<file path="src/rtl/vga_timing_pkg.sv">
`default_nettype none
// ============================================================================
// vga_timing_pkg : default 640x480 raster timing, tile geometry, coordinate type
// Revision       : 1.0
// ============================================================================
package vga_timing_pkg;

  localparam int DEF_H_VISIBLE = 640;
  localparam int DEF_H_FRONT   = 16;
  localparam int DEF_H_SYNC    = 96;
  localparam int DEF_H_BACK    = 48;
  localparam int DEF_V_VISIBLE = 480;
  localparam int DEF_V_FRONT   = 10;
  localparam int DEF_V_SYNC    = 2;
  localparam int DEF_V_BACK    = 33;

  localparam int DEF_H_TOTAL = DEF_H_VISIBLE + DEF_H_FRONT + DEF_H_SYNC + DEF_H_BACK;
  localparam int DEF_V_TOTAL = DEF_V_VISIBLE + DEF_V_FRONT + DEF_V_SYNC + DEF_V_BACK;

  localparam int COORD_W     = 10;
  localparam int COORD_MAX   = 1 << COORD_W;
  localparam int TILE_W_LOG2 = 3;
  localparam int TILE_H_LOG2 = 4;

  typedef logic [COORD_W-1:0] coord_t;

endpackage
`default_nettype wire

</file>
<file path="src/rtl/scan_counter.sv">
`default_nettype none
// ============================================================================
// scan_counter : modulo-N enabled counter with wrap pulse and async clear
// Revision     : 1.0
// ============================================================================
module scan_counter
  import vga_timing_pkg::*;
#(
  parameter int MODULUS = DEF_H_TOTAL
) (
  input  logic   clk_i,
  input  logic   rst_ni,
  input  logic   en_i,
  output coord_t count_o,
  output logic   wrap_o
);

  localparam coord_t c_last = coord_t'(MODULUS - 1);

  coord_t count_q;
  coord_t count_d;

  assign wrap_o  = en_i && (count_q == c_last);
  assign count_o = count_q;

  always_comb begin
    count_d = count_q;
    if (en_i) begin
      count_d = (count_q == c_last) ? '0 : count_q + coord_t'(1);
    end
  end

  always_ff @(posedge clk_i or negedge rst_ni) begin
    if (!rst_ni) begin
      count_q <= '0;
    end else begin
      count_q <= count_d;
    end
  end

endmodule
`default_nettype wire

</file>
<file path="src/rtl/vga_scan_generator.sv">
`default_nettype none
// ============================================================================
// vga_scan_generator : raster counters with registered, aligned sync/blank/
//                      coordinate/tile outputs and line/frame start pulses
// Revision           : 1.0
// ============================================================================
module vga_scan_generator
  import vga_timing_pkg::*;
#(
  parameter int H_VISIBLE = DEF_H_VISIBLE,
  parameter int H_FRONT   = DEF_H_FRONT,
  parameter int H_SYNC    = DEF_H_SYNC,
  parameter int H_BACK    = DEF_H_BACK,
  parameter int V_VISIBLE = DEF_V_VISIBLE,
  parameter int V_FRONT   = DEF_V_FRONT,
  parameter int V_SYNC    = DEF_V_SYNC,
  parameter int V_BACK    = DEF_V_BACK
) (
  input  logic                            Clk,
  input  logic                            Reset_n,
  input  logic                            pix_ce,
  output logic                            hs,
  output logic                            vs,
  output logic                            blank_n,
  output coord_t                          DrawX,
  output coord_t                          DrawY,
  output logic [COORD_W-TILE_W_LOG2-1:0]  tile_col,
  output logic [COORD_W-TILE_H_LOG2-1:0]  tile_row,
  output logic                            line_start,
  output logic                            frame_start
);

  localparam int c_h_total = H_VISIBLE + H_FRONT + H_SYNC + H_BACK;
  localparam int c_v_total = V_VISIBLE + V_FRONT + V_SYNC + V_BACK;

  localparam coord_t c_hs_start  = coord_t'(H_VISIBLE + H_FRONT);
  localparam coord_t c_hs_end    = coord_t'(H_VISIBLE + H_FRONT + H_SYNC);
  localparam coord_t c_vs_start  = coord_t'(V_VISIBLE + V_FRONT);
  localparam coord_t c_vs_end    = coord_t'(V_VISIBLE + V_FRONT + V_SYNC);
  localparam coord_t c_h_visible = coord_t'(H_VISIBLE);
  localparam coord_t c_v_visible = coord_t'(V_VISIBLE);

  if (c_h_total > COORD_MAX) begin : g_h_total_check
    $error("vga_scan_generator: horizontal total exceeds 1024");
  end
  if (c_v_total > COORD_MAX) begin : g_v_total_check
    $error("vga_scan_generator: vertical total exceeds 1024");
  end

  // Assert asynchronously, release two Clk edges after Reset_n rises.
  logic [1:0] rst_sync_q;
  logic       w_rst_n;

  always_ff @(posedge Clk or negedge Reset_n) begin
    if (!Reset_n) begin
      rst_sync_q <= 2'b00;
    end else begin
      rst_sync_q <= {rst_sync_q[0], 1'b1};
    end
  end
  assign w_rst_n = rst_sync_q[1];

  coord_t w_hcnt;
  coord_t w_vcnt;
  logic   w_h_wrap;
  logic   w_v_en;
  logic   w_v_wrap_unused;

  assign w_v_en = pix_ce & w_h_wrap;

  scan_counter #(.MODULUS(c_h_total)) u_hcnt (
    .clk_i   (Clk),
    .rst_ni  (w_rst_n),
    .en_i    (pix_ce),
    .count_o (w_hcnt),
    .wrap_o  (w_h_wrap)
  );

  scan_counter #(.MODULUS(c_v_total)) u_vcnt (
    .clk_i   (Clk),
    .rst_ni  (w_rst_n),
    .en_i    (w_v_en),
    .count_o (w_vcnt),
    .wrap_o  (w_v_wrap_unused)
  );

  coord_t drawx_q, drawx_d;
  coord_t drawy_q, drawy_d;
  logic   hs_q, hs_d;
  logic   vs_q, vs_d;
  logic   blank_n_q, blank_n_d;
  logic   line_start_q, line_start_d;
  logic   frame_start_q, frame_start_d;

  // Every output samples the same counter state, keeping them cycle-aligned.
  always_comb begin
    drawx_d       = drawx_q;
    drawy_d       = drawy_q;
    hs_d          = hs_q;
    vs_d          = vs_q;
    blank_n_d     = blank_n_q;
    line_start_d  = 1'b0;
    frame_start_d = 1'b0;
    if (pix_ce) begin
      drawx_d       = w_hcnt;
      drawy_d       = w_vcnt;
      hs_d          = !((w_hcnt >= c_hs_start) && (w_hcnt < c_hs_end));
      vs_d          = !((w_vcnt >= c_vs_start) && (w_vcnt < c_vs_end));
      blank_n_d     = (w_hcnt < c_h_visible) && (w_vcnt < c_v_visible);
      line_start_d  = (w_hcnt == '0);
      frame_start_d = (w_hcnt == '0) && (w_vcnt == '0);
    end
  end

  always_ff @(posedge Clk or negedge w_rst_n) begin
    if (!w_rst_n) begin
      drawx_q       <= '0;
      drawy_q       <= '0;
      hs_q          <= 1'b1;
      vs_q          <= 1'b1;
      blank_n_q     <= 1'b0;
      line_start_q  <= 1'b0;
      frame_start_q <= 1'b0;
    end else begin
      drawx_q       <= drawx_d;
      drawy_q       <= drawy_d;
      hs_q          <= hs_d;
      vs_q          <= vs_d;
      blank_n_q     <= blank_n_d;
      line_start_q  <= line_start_d;
      frame_start_q <= frame_start_d;
    end
  end

  assign DrawX       = drawx_q;
  assign DrawY       = drawy_q;
  assign hs          = hs_q;
  assign vs          = vs_q;
  assign blank_n     = blank_n_q;
  assign line_start  = line_start_q;
  assign frame_start = frame_start_q;
  assign tile_col    = drawx_q[COORD_W-1:TILE_W_LOG2];
  assign tile_row    = drawy_q[COORD_W-1:TILE_H_LOG2];

endmodule
`default_nettype wire
</file>
<file path="config.mk">
export PLATFORM = sky130hd
export DESIGN_NAME = vga_scan_generator
export DESIGN_NICKNAME = d
export VERILOG_FILES = /design/src/rtl/vga_timing_pkg.sv /design/src/rtl/scan_counter.sv /design/src/rtl/vga_scan_generator.sv
export SDC_FILE = /design/constraint.sdc
export NUM_CORES = 1
export LEC_CHECK = 0
export ABC_AREA = 0
export BUFFER_PORTS_ARGS = -buffer_cell sky130_fd_sc_hd__buf_2
export CORE_UTILIZATION = 32
export DETAILED_ROUTE_END_ITERATION = 10
export PLACE_DENSITY_LB_ADDON = 0.3
export RECOVER_POWER = 25
export SYNTH_ARGS = -nofsm -noshare
export SYNTH_HDL_FRONTEND = slang
export SYNTH_SLANG_ARGS = --single-unit
</file>
<file path="constraint.sdc">
create_clock -name Clk -period 1.35 [get_ports Clk]
set_input_delay 0.27 -clock Clk [delete_from_list [all_inputs] [get_ports Clk]]
set_output_delay 0.27 -clock Clk [all_outputs]
set_load 0.01 [all_outputs]
</file>
======== Word level (Yosys, flattened, before mapping) ========
Index checks and enable logic that the tools add are counted.
operators by class
  $add $sub $neg .......................... 2
  bitwise operators ....................... 1
  multipliers ............................. 0
  multiplexer cells ....................... 4
  shifts and indexed selects .............. 0
  reductions and logical operators ........ 9
  eq/ne operators ......................... 2
  $lt $le $gt $ge ......................... 6
  divide/modulo/power cells ............... 0
operators by type and width
  kind                     number
  $add A10 B1 Y10 const B  2
  $eq A10 B10 Y1 const B   2
  $logic_not A10 Y1        2
  $lt A10 B10 Y1 const B   2
  $lt A10 B9 Y1 const B    2
  $mux W10                 2
  $ge A10 B10 Y1 const B   1
  $ge A10 B9 Y1 const B    1
  $logic_and A1 B1 Y1      5
  $logic_not A1 Y1         2
  $mux W1                  2
  $and A1 B1 Y1            1
storage, ports and cells
  ROM bits ................................ 0
  output and inout port bits .............. 38
  latch bits .............................. 0
  bits in writable memories ............... 0
  memories kept ........................... 0
  bits in registers ....................... 47
  input port bits ......................... 3
  logic and storage cells ................. 34

======== Logic depth before layout (Yosys ltp) ========
Gate-level depths: netlist (run 1).
  depth after elaboration ................. 3
  depth in mapped cells ................... 6
  mapped depth without buffers ............ 6

======== By module ========
A second synthesis (run 1) with hierarchy kept.
second synthesis, totals
  cells, all modules ...................... 186
  area, all modules ....................... 2,207.1 µm²
modules (own cells, without submodules)
  module                 area an instance (µm²)  seq. area each (µm²)  cells an instance  times used
  vga_scan_generator     1,166.1                 678.2                 86                 1
  scan_counter (u_vcnt)  530.5                   250.2                 50                 1
  scan_counter (u_hcnt)  510.5                   250.2                 50                 1

======== Worst setup path before layout (run 1) ========
Ideal clock, no wire load.
  kind .................................... flip-flop to flip-flop
  from .................................... reg u_hcnt.count_q[6] (netlist: u_hcnt.count_o[6])
  to ...................................... reg u_vcnt.count_q[4] (netlist: u_vcnt.count_o[4])
  data arrival time ....................... 1.313 ns
  period minus slack after synthesis ...... 1.409 ns
  stages on the path, launching flop included .. 6
  library setup time ...................... 0.096 ns
  path slack .............................. -0.059 ns
  required time ........................... 1.254 ns
  buffers on the path ..................... 1
  path through ............................ dfrtp_1 > nor3_4 > and4_1 > buf_4 > nand2_2 > o31ai_1
between the ends
  cells in the longest elaborated chain, start to end .. 3
RTL lines
  item                    RTL line                  source
  from (decl)             scan_counter.sv:20        coord_t count_q;
  from (signal assigned)  scan_counter.sv:37        count_q <= count_d;
  $eq A10 B10 Y1          scan_counter.sv:23        assign wrap_o = en_i && (count_q == c_last);
  $logic_and A1 B1 Y1     scan_counter.sv:23
  $and A1 B1 Y1           vga_scan_generator.sv:69  assign w_v_en = pix_ce & w_h_wrap;
  to (signal assigned)    scan_counter.sv:37
  to (decl)               scan_counter.sv:20
Every way passes these cells.
A chain may end at the register's enable or synchronous reset.

======== Worst setup path in the final report (run 1) ========
  from .................................... reg u_hcnt.count_q[6] (netlist: u_hcnt.count_o[6])
  to ...................................... reg u_vcnt.count_q[5] (netlist: u_vcnt.count_o[5])
Same word-level chain as after synthesis.

==> impl_metrics.ini, run 1 <==
[run_status]
run_status = finished, violations left
violations_in_the_final_reports = negative setup slack

[sta]
skew_ps = 10.4
postLayoutSetupSlackWorst_ps = -146
max_freq_ghz = 0.668
max_transition_viols_final = 0
final-setup-viol-count = 8
worst_slew_pin_slew_ps = 628
final_hold_viol_count = 0
final_min_period_over_clock_period_pct = 111
rsz0062_at_grt = yes
finalCriticalPeriod_ps = 1500
slew-limit-headroom_pct = 58.2

[flow_run]
maxCapViolCount = 0

[cells_and_area]
layout.cells.most_common_list = 43 x sky130_fd_sc_hd__dfrtp_1, 39 x sky130_fd_sc_hd__buf_2, 34 x sky130_fd_sc_hd__buf_4
stdcell_count = 338
mostFrequentLayoutCell = sky130_fd_sc_hd__dfrtp_1
area_growth_syn_to_layout_pct = 28.3
drive_above_1_share_pct = 51.6
final_std_cell_area_no_fill_mm2 = 0.00286
net_count_reported_at_finish = 265
fillCellCount = 661
num_antenna_cells = 0

[grt]
grt_antenna_before_repair = 0
grt_start_max_net_pins = 46
wire_length_of_the_first_global_routing_pass_um = 7510
grt.total_usage_pct = 13.2
remaining_global_route_overflow = 0
number_of_global_route_vias_before_repair = 1535

[hold_path]
hp-class = primary input to async pin

[routing]
vias = 1625
drc = 0
drt-initial-drc-count = 104
routed_wl_um = 4570
route.detailed.vias_per_inst = 4.81
firstDrtPassIters = 4
detail_route.wl_per_cell_um = 13.5
route.antenna.remaining_nets = 0

[power_and_ir_drop]
pwr-share-clk_pct = 24.5
power_leakage_nw = 1.42
switchingPower_mw = 0.964
power_per_cell_area_mw_per_mm2 = 1160
worst_ir_drop_vdd_uv = 420
intPower_mw = 2.35
swShare_pct = 29.1
p_comb_share_pct = 25.3
total_power_draw_mw = 3.31
power_frac_seq_pct = 50.1

[yosys]
post_synthesis_cell_area_mm2 = 0.00223
synth_top_cell_area_share_pct = 50.5
async_flop_share_pct = 100
portion_of_the_post_synthesis_area_used_by_sequential_elements_pct = 52.9
netlist-cell-type-count = 38
synth_edf_count = 0
yosys.area.top_type = sky130_fd_sc_hd__dfrtp_1
synth_nets = 199
synthesis.instances = 191
synth_warnings = 0
avgSynthCellArea_um2 = 11.7
synthTopCellsByArea = sky130_fd_sc_hd__dfrtp_1 51%, sky130_fd_sc_hd__mux2_2 10%, sky130_fd_sc_hd__buf_4 5.4%
post_synthesis_register_bit_count = 47
postSynth.topFlopCell = sky130_fd_sc_hd__dfrtp_1

[placement]
hpwl_um = 3210
buffers_added_on_ports = 40
numPlacedInstances = 324
globalplace.congestion = 0.800
postPlaceCellArea_mm2 = 0.00265

[worst_setup_path]
worstPathRequired_ps = 1520
crit_path_capture_type = flip-flop
crit_chain = nor3_4, nand4_4, o21ai_0, o31ai_2
criticalPathCategory = flip-flop to flip-flop
worst_path_largest_cell_delay_ps = 430
critical-path-slowest-cell = sky130_fd_sc_hd__dfrtp_2
cp.arrival_ps = 1670
path_buf_inv = 0
worstPathMaxFanout = 8
critical_path.top_delay_family = simple AND/OR/NAND/NOR gates
start_kind = flip-flop

[clocking]
cts_htree_levels = 2
clk_latency_ps = 300
clockBufferDepth = 2
worst_setup_hold_path_clk_slew_ps = 90
clock-sinks = 47
number_of_buffers_created_by_cts = 5
cts_root_buf = sky130_fd_sc_hd__clkbuf_8
tritoncts_clock_tree = yes

[floorplanning]
core_area_mm2 = 0.00676
row_count = 30
num_io_pins = 41
design.die.area_mm2 = 0.00731
floorplan.initialDensity_pct = 33.0
die_h_um = 85.5
fp.dieW_um = 85.5
[metal layers]
metal / routed length (um) / vias to the layer above / share of wire (%) / global-route usage, %
li1: - / 788 / - / -
met1: 2180 / 796 / 48 / 18.9
met2: 2190 / 36 / 48 / 20.1
met5: 0 / - / 0 / 0
met3: 148 / 5 / 3.2 / 2.63
met4: 52 / 0 / 1.1 / 4.55
[registers in the layout, summed over array words and instances (netlist names)]
signal          flops
rst_sync_q          2
frame_start         1
hs                  1
vs                  1
DrawY              10
DrawX              10
blank_n             1
u_hcnt.count_o     10
line_start          1
u_vcnt.count_o     10
[through the flow]
stage	hold WS, ps	worst slack, ps	util, %	TNS, ps
after floorplan	-25.6	-45.5	-	-242
after global placement	54.9	-155	39.2	-882
after detailed placement	56.9	-120	39.2	-1070
after CTS	260	-89.7	41.2	-506
after global routing	302	-236	42.4	-1610
final	287	-146	42.4	-682
[worst paths after layout]
kind	depth (start not counted)	start	end	slack [ps]
min in group Clk	0	rst_sync_q[0]$_DFF_PN0_	rst_sync_q[1]$_DFF_PN0_	360
worst max register to register	4	u_hcnt.count_o[6]$_DFFE_PN0P_	u_vcnt.count_o[5]$_DFFE_PN0P_	-150
worst min-delay path	2	Reset_n	rst_sync_q[0]$_DFF_PN0_	290
worst min register to register	0	rst_sync_q[0]$_DFF_PN0_	rst_sync_q[1]$_DFF_PN0_	360
worst max-delay path	4	u_hcnt.count_o[6]$_DFFE_PN0P_	u_vcnt.count_o[5]$_DFFE_PN0P_	-150
max in group asynchronous	1	rst_sync_q[1]$_DFF_PN0_	u_hcnt.count_o[6]$_DFFE_PN0P_	520
[power groups by stage]
stage | Combinational (mW) | Clock, mW | Sequential [mW]
finish | 0.839 | 0.813 | 1.66
global route | 0.920 | 0.923 | 1.68
CTS | 0.814 | 0.858 | 1.67
detailed placement | 0.775 | 0 | 1.70
global placement | 0.763 | 0 | 1.69
floorplan | 0.413 | 0 | 1.76
[area by class of cell]
class                      instances  area (um^2)  share of cell area, %
inverter                           6         22.5                  0.787
multi-input combinational        117          960                   33.5
clock inverter                     1         5.00                  0.175
tap                               80          100                   3.50
timing repair buffer              80          517                   18.1
clock buffer                       7         76.3                   2.67
sequential                        47         1180                   41.3
[cells by family after synthesis]
kind of cell               after synthesis  synth area share, %
buffers and inverters                   27                 7.91
adders and majority gates                5                 2.81
xor gates and xnor gates                10                 3.93
DFF                                     47                 52.9
and+or+nand+nor                         59                 16.3
muxes                                   21                 10.6
AOI/OAI and AO/OA                       21                 5.50
other                                    1                0.168
[cell usage after synthesis, drive strengths merged (6+ instances only)]
cell type,count
nand2,13
dfrtp,45
mux2,20
buf,18
o21ai,9
nor2,8
nand3,7
xor2,6
inv,6
[timing repair]
| item | 4_1_cts | 5_1_grt |
|---|---|---|
| hold buffers | 1 | 0 |
| setup buffers | 2 | 3 |
| pin swaps | 9 | 9 |
| setup endpoints to repair | 14 | 18 |
| endpoints found under the hold margin | 2 | 0 |
| gates resized for setup | 8 | 22 |
| cloned | 0 | 0 |
No activity file was read; power rests on OpenSTA's default activity.
==> run 2: changes to the inputs <==
--- a/config.mk
+++ b/config.mk
@@ -7,8 +7,10 @@
 export LEC_CHECK = 0
 export ABC_AREA = 0
 export BUFFER_PORTS_ARGS = -buffer_cell sky130_fd_sc_hd__buf_2
+export CORE_ASPECT_RATIO = 0.5
 export CORE_UTILIZATION = 32
 export DETAILED_ROUTE_END_ITERATION = 10
+export MAX_ROUTING_LAYER = met4
 export PLACE_DENSITY_LB_ADDON = 0.3
 export RECOVER_POWER = 25
 export SYNTH_ARGS = -nofsm -noshare
==> impl_metrics.ini, run 2 (synthesis results as in run 1) <==
[cells_and_area]
layout_utilization_pct = 43.5
mostFrequentLayoutCell = sky130_fd_sc_hd__dfrtp_1
drive_above_1_share_pct = 47.9
net_count_reported_at_finish = 264
final_std_cell_area_no_fill_mm2 = 0.00292
area_growth_syn_to_layout_pct = 30.9
layout.cells.most_common_list = 44 x sky130_fd_sc_hd__dfrtp_1, 39 x sky130_fd_sc_hd__buf_2, 33 x sky130_fd_sc_hd__buf_4
total_area_of_sequential_cells_mm2 = 0.00118
fillCellCount = 638
num_antenna_cells = 0
multi_input_area_um2 = 932
stdcell_count = 349

[sta]
slew-limit-headroom_pct = 53.5
worst_slew_pin_slew_ps = 696
finalCriticalPeriod_ps = 1440
max_transition_viols_final = 0
final_hold_viol_count = 0
postLayoutSetupSlackWorst_ps = -87.0
rsz0062_at_grt = yes
skew_ps = 7.17
max_freq_ghz = 0.696
final-setup-viol-count = 9
final_min_period_over_clock_period_pct = 106

[clocking]
clockBufferDepth = 2
clk_latency_ps = 290
tritoncts_clock_tree = yes
number_of_buffers_created_by_cts = 5
clock-sinks = 47
cts_htree_levels = 2
cts_root_buf = sky130_fd_sc_hd__clkbuf_16
worst_setup_hold_path_clk_slew_ps = 70

[worst_setup_path]
critPathCapture = u_vcnt.count_o[3]$_DFFE_PN0P_
reg2reg_to = u_vcnt.count_o[3]$_DFFE_PN0P_
critical_path.top_delay_family = simple AND/OR/NAND/NOR gates
worst_setup_path_startpoint = u_hcnt.count_o[6]$_DFFE_PN0P_
path_buf_inv = 0
rrSetupSlack_ps = -90
worstPathMaxFanout = 8
worst_path_largest_cell_delay_ps = 420
r2r-start = u_hcnt.count_o[6]$_DFFE_PN0P_
crit_path_capture_type = flip-flop
cp.arrival_ps = 1650
ff2ff_path_depth = 4
criticalPathCategory = flip-flop to flip-flop
critical-path-slowest-cell = sky130_fd_sc_hd__dfrtp_2
worstPathRequired_ps = 1570
start_kind = flip-flop
path_depth = 4
crit_chain = nor3_4, nand4_4, or3_1, o21ai_1

[run_status]
violations_in_the_final_reports = negative setup slack
run_status = finished, violations left

[power_and_ir_drop]
worst_ir_drop_vdd_uv = 478
total_power_draw_mw = 3.91
power_leakage_nw = 1.43
power_per_cell_area_mw_per_mm2 = 1340

[routing]
route.detailed.vias_per_inst = 4.63
drt-met1-wl_um = 2100
drc = 0
vias = 1615
routed-wl-met2_um = 2240
routed_wl_um = 4520
route.antenna.remaining_nets = 0
met3_wirelength_um = 120
detail_route.wl_per_cell_um = 12.9
drt-initial-drc-count = 93
topRoutingLayerUsed = met4
firstDrtPassIters = 4

[grt]
number_of_global_route_vias_before_repair = 1537
wire_length_of_the_first_global_routing_pass_um = 7370
grt.total_usage_pct = 13.5
grt_start_max_net_pins = 17
grt_antenna_before_repair = 0
remaining_global_route_overflow = 0

[placement]
postPlaceCellArea_mm2 = 0.00267
hpwl_um = 3290
globalplace.congestion = 0.798
pre_cts_setup_slack_ps = -183
buffers_added_on_ports = 40
numPlacedInstances = 337

[floorplanning]
core_area_mm2 = 0.00670
num_io_pins = 41
floorplan.initialDensity_pct = 33.3
die_h_um = 61.0
design.die.area_mm2 = 0.00733
row_count = 21
fp.dieW_um = 120

[flow_run]
maxCapViolCount = 0

[hold_path]
hp-class = flip-flop to async pin
## run 2: metal layers
layer / global-route usage [%] / up-vias
met5: - / -
met4: 4.82 / 0
met2: 22.2 / 24
met3: 2.78 / 7
met1: 16.9 / 798
li1: - / 786
## run 2: timing repair
item                       in CTS  in global routing
setup buffers                   2                  1
hold buffers                    1                  0
setup endpoints to repair      15                 17
pin swaps                       8                  4
hold endpoints to repair        2                  0
gates resized for setup         8                 11
## run 2: power by group
part / internal [mW] / switching, mW
Sequential: 1.57 / 0.0947
Clock: 0.873 / 0.531
Combinational: 0.420 / 0.423
Total: 2.86 / 1.05
## run 2: layout make-up
cell class,instances,share of cell area (%)
sequential,47,40.4
multi-input combinational,117,31.9
timing repair buffer,79,17.1
clock buffer,5,4.29
tap,92,3.95
clock inverter,3,1.50
inverter,6,0.772
## run 2: stage by stage
| step | hold WS, ps | TNS (ps) |
|---|---|---|
| 4_1_cts | 136 | -502 |
| 5_1_grt | 173 | -1380 |
| 3_5_place_dp | 59.5 | -1210 |
| 2_1_floorplan | -25.6 | -242 |
| 3_3_place_gp | 55.8 | -1150 |
| 6_report | 153 | -490 |
## run 2: worst min path at each step
stage                                  from                 endpoint  slack, ps
global placement                    Reset_n  rst_sync_q[0]$_DFF_PN0_         60
CTS                 rst_sync_q[1]$_DFF_PN0_     DrawY[2]$_DFFE_PN0P_        140
finish              rst_sync_q[1]$_DFF_PN0_     DrawY[2]$_DFFE_PN0P_        150
detailed placement                  Reset_n  rst_sync_q[0]$_DFF_PN0_         60
floorplan                           Reset_n  rst_sync_q[0]$_DFF_PN0_        -30
global route        rst_sync_q[1]$_DFF_PN0_     DrawY[2]$_DFFE_PN0P_        170
